$ cat src/rtl/prio_enc_pkg.sv
// Shared constants and helpers for the 10-line priority encoder/decoder pair.
// Used by the encoder side as well as by priority_decoder_dectobin_rx.
package prio_enc_pkg;

  localparam int DEC_N_OUT  = 10;
  localparam int DEC_CODE_W = 4;

  function automatic logic code_legal(
    input int code,
    input int n_out = DEC_N_OUT
  );
    return code < n_out;
  endfunction

endpackage

$ cat src/rtl/prio_dec_hit_cnt.sv
// Per-line saturating hit counters for the one-hot decoder.
// Built only when PRIO_DEC_HIT_CNT_EN is defined.
module prio_dec_hit_cnt
  import prio_enc_pkg::*;
#(
  parameter int N_OUT  = DEC_N_OUT,
  parameter int CODE_W = DEC_CODE_W,
  parameter int CNT_W  = 8
) (
  input  logic              clk,
  input  logic              rst,
  input  logic              i_hit,
  input  logic [N_OUT-1:0]  i_onehot,
  input  logic [CODE_W-1:0] i_rd_sel,
  output logic [CNT_W-1:0]  o_rd_cnt
);

  logic [CNT_W-1:0] r_cnt [N_OUT];

  always_ff @(posedge clk or posedge rst) begin
    if (rst) begin
      for (int i = 0; i < N_OUT; i++) r_cnt[i] <= '0;
    end else begin
      for (int i = 0; i < N_OUT; i++) begin
        if (i_hit && i_onehot[i] && (r_cnt[i] != '1))
          r_cnt[i] <= r_cnt[i] + CNT_W'(1);
      end
    end
  end

  // Selects outside the line range fall through to zero.
  always_comb begin
    o_rd_cnt = '0;
    for (int i = 0; i < N_OUT; i++) begin
      if (i_rd_sel == CODE_W'(i)) o_rd_cnt = r_cnt[i];
    end
  end

endmodule

$ cat src/rtl/priority_decoder_dectobin_rx.sv
// Registered binary-index to one-hot decoder with valid/ready and error capture.
// Optional hit counters: define PRIO_DEC_HIT_CNT_EN.
module priority_decoder_dectobin_rx
  import prio_enc_pkg::*;
#(
  parameter int N_OUT  = DEC_N_OUT,
  parameter int CODE_W = DEC_CODE_W,
  parameter int CNT_W  = 8
) (
  input  logic              clk,
  input  logic              rst,
  input  logic [CODE_W-1:0] in_code,
  input  logic              in_valid,
  output logic              in_ready,
  output logic [N_OUT-1:0]  out_onehot,
  output logic              out_valid,
  input  logic              out_ready,
  output logic              err,
  output logic [CODE_W-1:0] err_code,
  input  logic              err_clr
`ifdef PRIO_DEC_HIT_CNT_EN
  ,
  input  logic [CODE_W-1:0] rd_sel,
  output logic [CNT_W-1:0]  rd_cnt
`endif
);

  logic              r_valid;
  logic [N_OUT-1:0]  r_onehot;
  logic              r_err;
  logic [CODE_W-1:0] r_err_code;

  logic              w_accept;
  logic              w_legal;
  logic [N_OUT-1:0]  w_dec;

  assign in_ready   = !r_valid | out_ready;
  assign w_accept   = in_valid & in_ready;
  assign w_legal    = code_legal(int'(in_code), N_OUT);
  assign w_dec      = N_OUT'(1) << in_code;

  assign out_valid  = r_valid;
  assign out_onehot = r_onehot;
  assign err        = r_err;
  assign err_code   = r_err_code;

  always_ff @(posedge clk or posedge rst) begin
    if (rst) begin
      r_valid  <= 1'b0;
      r_onehot <= '0;
    end else if (w_accept && w_legal) begin
      r_valid  <= 1'b1;
      r_onehot <= w_dec;
    end else if (out_ready) begin
      r_valid  <= 1'b0;
      r_onehot <= '0;
    end
  end

  // A new illegal code beats a simultaneous clear.
  always_ff @(posedge clk or posedge rst) begin
    if (rst) begin
      r_err      <= 1'b0;
      r_err_code <= '0;
    end else if (w_accept && !w_legal) begin
      r_err <= 1'b1;
      if (!r_err || err_clr) r_err_code <= in_code;
    end else if (err_clr) begin
      r_err      <= 1'b0;
      r_err_code <= '0;
    end
  end

`ifdef PRIO_DEC_HIT_CNT_EN
  prio_dec_hit_cnt #(
    .N_OUT  (N_OUT),
    .CODE_W (CODE_W),
    .CNT_W  (CNT_W)
  ) u_hit_cnt (
    .clk      (clk),
    .rst      (rst),
    .i_hit    (r_valid & out_ready),
    .i_onehot (r_onehot),
    .i_rd_sel (rd_sel),
    .o_rd_cnt (rd_cnt)
  );
`else
  // Base build: no counter bank.
`endif

endmodule

$ cat config.mk
export PLATFORM = sky130hd
export DESIGN_NAME = priority_decoder_dectobin_rx
export DESIGN_NICKNAME = d
export VERILOG_FILES = /design/src/rtl/prio_enc_pkg.sv /design/src/rtl/prio_dec_hit_cnt.sv /design/src/rtl/priority_decoder_dectobin_rx.sv
export SDC_FILE = /design/constraint.sdc
export NUM_CORES = 1
export LEC_CHECK = 0
export ABC_AREA = 1
export CAP_MARGIN = 20
export CORE_MARGIN = 5
export CORE_UTILIZATION = 42
export CTS_CLUSTER_DIAMETER = 40
export DETAILED_ROUTE_END_ITERATION = 12
export PLACE_DENSITY_LB_ADDON = 0.2
export SLEW_MARGIN = 5
export SYNTH_ARGS = -nofsm -noshare
export SYNTH_HDL_FRONTEND = slang
export SYNTH_HIERARCHICAL = 1
export SYNTH_SLANG_ARGS = --single-unit
export TNS_END_PERCENT = 1
$ cat constraint.sdc
create_clock -name clk -period 1.3 [get_ports clk]
set_clock_uncertainty 0.05 [all_clocks]
set_input_delay 0.26 -clock clk [delete_from_list [all_inputs] [get_ports clk]]
set_output_delay 0.26 -clock clk [all_outputs]
set_load 0.005 [all_outputs]
==> out/metrics.csv <==
stage;metric;value;unit
setup_path;R2R setup slack;0.03;ns
layout;Area Overhead vs Synth;64.0;%
floorplan;die area;2630;um2
setup_path;crit path launch;out_ready;
setup_path;cell depth of the worst flop-to-flop path;8;
cts;Sink Count;16;
setup_path;Crit. End Element;output port;
cts;TritonCTS clock tree;yes;
power_and_ir_drop;Clock power frac;30.3;%
layout;Finished Core Util;70.3;%
setup_path;Crit Path Max Fanout;2;
layout;share of post-route cells with drive strength above 1;24.2;%
layout;FILL cells;160;
timing;actual slew at the worst max-slew pin;0.254;ns
detailed_routing;residual DRC count;0;
timing;f_max;765;MHz
yosys;Syn Inst Count;85;
grt;number of global-route vias before repair;708;
power_and_ir_drop;Reg power frac;48.7;%
place;placed insts;139;
layout;nets;138;
grt;pin count of the biggest net entering global routing;17;
yosys;ys flop type;dfrtp_1;
timing;final setup fails;1;
grt;GRT overflow;0;
cts;clk_lat worst skew;0.29;ns
yosys;Yosys top cell area share;55.9;%
grt;GR Util All Layers;15.1;%
setup_path;Worst R2R Start;out_valid;
yosys;Seq/Total Area, Yosys;55.9;%
setup_path;Worst Setup EP;in_ready;
timing;final critical-path required period;1.31;ns
floorplan;chip width;51.3;um
yosys;cell taking the most area after synthesis;dfrtp_1;
cts;clock slew at reported path FFs;0.10;ns
setup_path;reg2reg end;out_onehot[9];
grt;initial antenna violation count;0;
hold_path;Hold Crit Class;in -> async;
floorplan;row cnt;15;
cts;root buf cell;clkbuf_4;
place;PortBufs;25;
place;pre-CTS setup slack;-0.356;ns
setup_path;CP arrival;1.00;ns
detailed_routing;antenna-violating nets left;0;
layout;final std cells w/o fill;145;
floorplan;area of the core;1670;um2
floorplan;Starting Density;42.8;%
cts;cts hold-fix bufs;0;
layout;Post-Layout Inst Area;1170;um2
cts;H-tree levels;1;
grt;global-route wire length before repair;3.02;mm
yosys;Post-synth EDFFs;0;
timing;Max-slew headroom;82.9;%
yosys;synth cell count leaders;35 x nand2_1, 16 x dfrtp_1, 8 x inv_1, 7 x nand3_1, 4 x nor2_1;
power_and_ir_drop;Leakage;0.667;nW
detailed_routing;First DRT Iteration DRCs;12;
place;dpl hpwl;1.28;mm
yosys;Post-Synthesis Mean Instance Area;8.42;um2
cts;Num CTS Buffers;3;
yosys;Yosys reg bits;16;
place;gpl congestion;0.730;
run;max cap viols;0;
timing;period utilization;101;%
detailed_routing;via count;704;
power_and_ir_drop;PwrDens;934;nW/um2
detailed_routing;WL final;1.82;mm
layout;ANT cells;0;
yosys;top-count cell post-synth;nand2_1;
run_status;failing checks;negative setup slack;
yosys;Synthesis Warnings;6;
timing;Pins Over Slew Limit;0;
power_and_ir_drop;switching power;0.290;mW
detailed_routing;routed length per instance;12.6;um
floorplan;Ports;26;
timing;count of final hold-check violations;0;
yosys;asr flop ratio synth;100;%
setup_path;critical setup path kind;in -> out;
yosys;top cells by area, synth;dfrtp_1 56%, nand2_1 18%, nand3_1 4.9%, inv_1 4.2%, nor2_4 3.1%;
yosys;Net Count, Synth;94;
power_and_ir_drop;internal power;0.806;mW
detailed_routing;router iterations before antenna repair;3;
yosys;Mapped Area;716;um2
cts;Clock Path Buffers;2;
power_and_ir_drop;Net Sw Frac;26.5;%
run_status;status;finished with violations;
floorplan;Die Y-Extent;51.3;um
timing;fin worst setup slack;-0.00663;ns
power_and_ir_drop;maximum vdd drop;0.000533;V
setup_path;Worst Path Required;0.99;ns
power_and_ir_drop;combinational power share;21.0;%
setup_path;Worst setup SP type;input pin;
place;Cell Area, Placed;1080;um2
detailed_routing;DR vias/cell;4.86;
yosys;Synth cell types;13;
timing;RSZ-0062 raised after global routing;true;
[layout make-up]
class                           instances  area (um2)  area share (%)
Multi-Input combinational cell         61         340            29.0
Inverter                                9        33.8            2.88
Clock buffer                            4        36.3            3.09
Tap cell                               17        21.3            1.81
Sequential cell                        16         400            34.1
Timing Repair Buffer                   38         342            29.1
[cells in the final DEF (no fill, tap or decap)]
| cell | instances |
|---|---|
| nand3_2 | 1 |
| nor2_2 | 2 |
| inv_2 | 1 |
| inv_1 | 8 |
| dfrtp_1 | 16 |
| a21oi_2 | 1 |
| clkdlybuf4s50_1 | 8 |
| nand2_8 | 1 |
| nor3_4 | 2 |
| nand2_1 | 35 |
| nand2_4 | 1 |
| buf_6 | 3 |
| clkbuf_8 | 1 |
| o21ai_0 | 3 |
| nand3_1 | 6 |
| buf_4 | 11 |
| dlygate4sd2_1 | 12 |
| nor2_4 | 4 |
| clkdlybuf4s15_1 | 4 |
| nand4_1 | 2 |
| nor2_1 | 3 |
| clkbuf_4 | 3 |
[worst min path at each step]
stage | cells after the start | end
2_1_floorplan | 1 | err
3_3_place_gp | 2 | out_onehot[6]
3_5_place_dp | 2 | out_onehot[3]
4_1_cts | 3 | err_code[3]
5_1_grt | 3 | out_onehot[6]
6_report | 3 | err_code[3]
[logic make-up (layout without fill, tap and decap cells)]
family / count (synthesis) / count (layout) / share of synthesized area (%)
and+or+nand+nor: 56 / 57 / 36.5
buffers and inverters: 9 / 51 / 4.72
AOI/OAI and AO/OA: 4 / 4 / 2.80
DFF: 16 / 16 / 55.9
[worst max-delay path: stages]
cell and delay, ns:
clkdlybuf4s50_1 0.42, inv_1 0.14, nand2_4 0.07, buf_6 0.11
[power by group through the flow]
stage / combinational [mW] / sequential (mW) / clock (mW)
floorplan: 0.0700 / 0.546 / 0
global placement: 0.203 / 0.544 / 0
detailed placement: 0.207 / 0.545 / 0
CTS: 0.197 / 0.534 / 0.336
global route: 0.255 / 0.538 / 0.371
finish: 0.231 / 0.534 / 0.332
[what timing repair did]
action,in CTS,in global routing
buffers inserted,1,0
setup endpoints to repair,17,20
gates cloned,0,1
pin swaps,0,2
resized for setup,21,16
[sequential cells by signal (all words and copies together) (netlist names)]
register    flops
out_onehot     10
out_valid       1
err_code        4
err             1
[per-stage QoR]
stage / TNS [ns] / hold slack, ns / total power [mW]
finish: -0.00663 / 0.210 / 1.10
global route: -0.438 / 0.243 / 1.16
CTS: -0.0140 / 0.224 / 1.07
detailed placement: -4.18 / 0.408 / 0.752
global placement: -3.81 / 0.403 / 0.747
floorplan: 0 / 0.124 / 0.616
[per-layer routing]
| layer | track usage (%) | vias to the layer above | routed length, um |
|---|---|---|---|
| met5 | 0 | - | 0 |
| met4 | 6.55 | 0 | 36 |
| met3 | 3.21 | 5 | 100 |
| met2 | 24.2 | 17 | 933 |
| met1 | 19.5 | 324 | 750 |
| li1 | - | 358 | - |
Note: power is estimated with default switching activity, not from simulation.
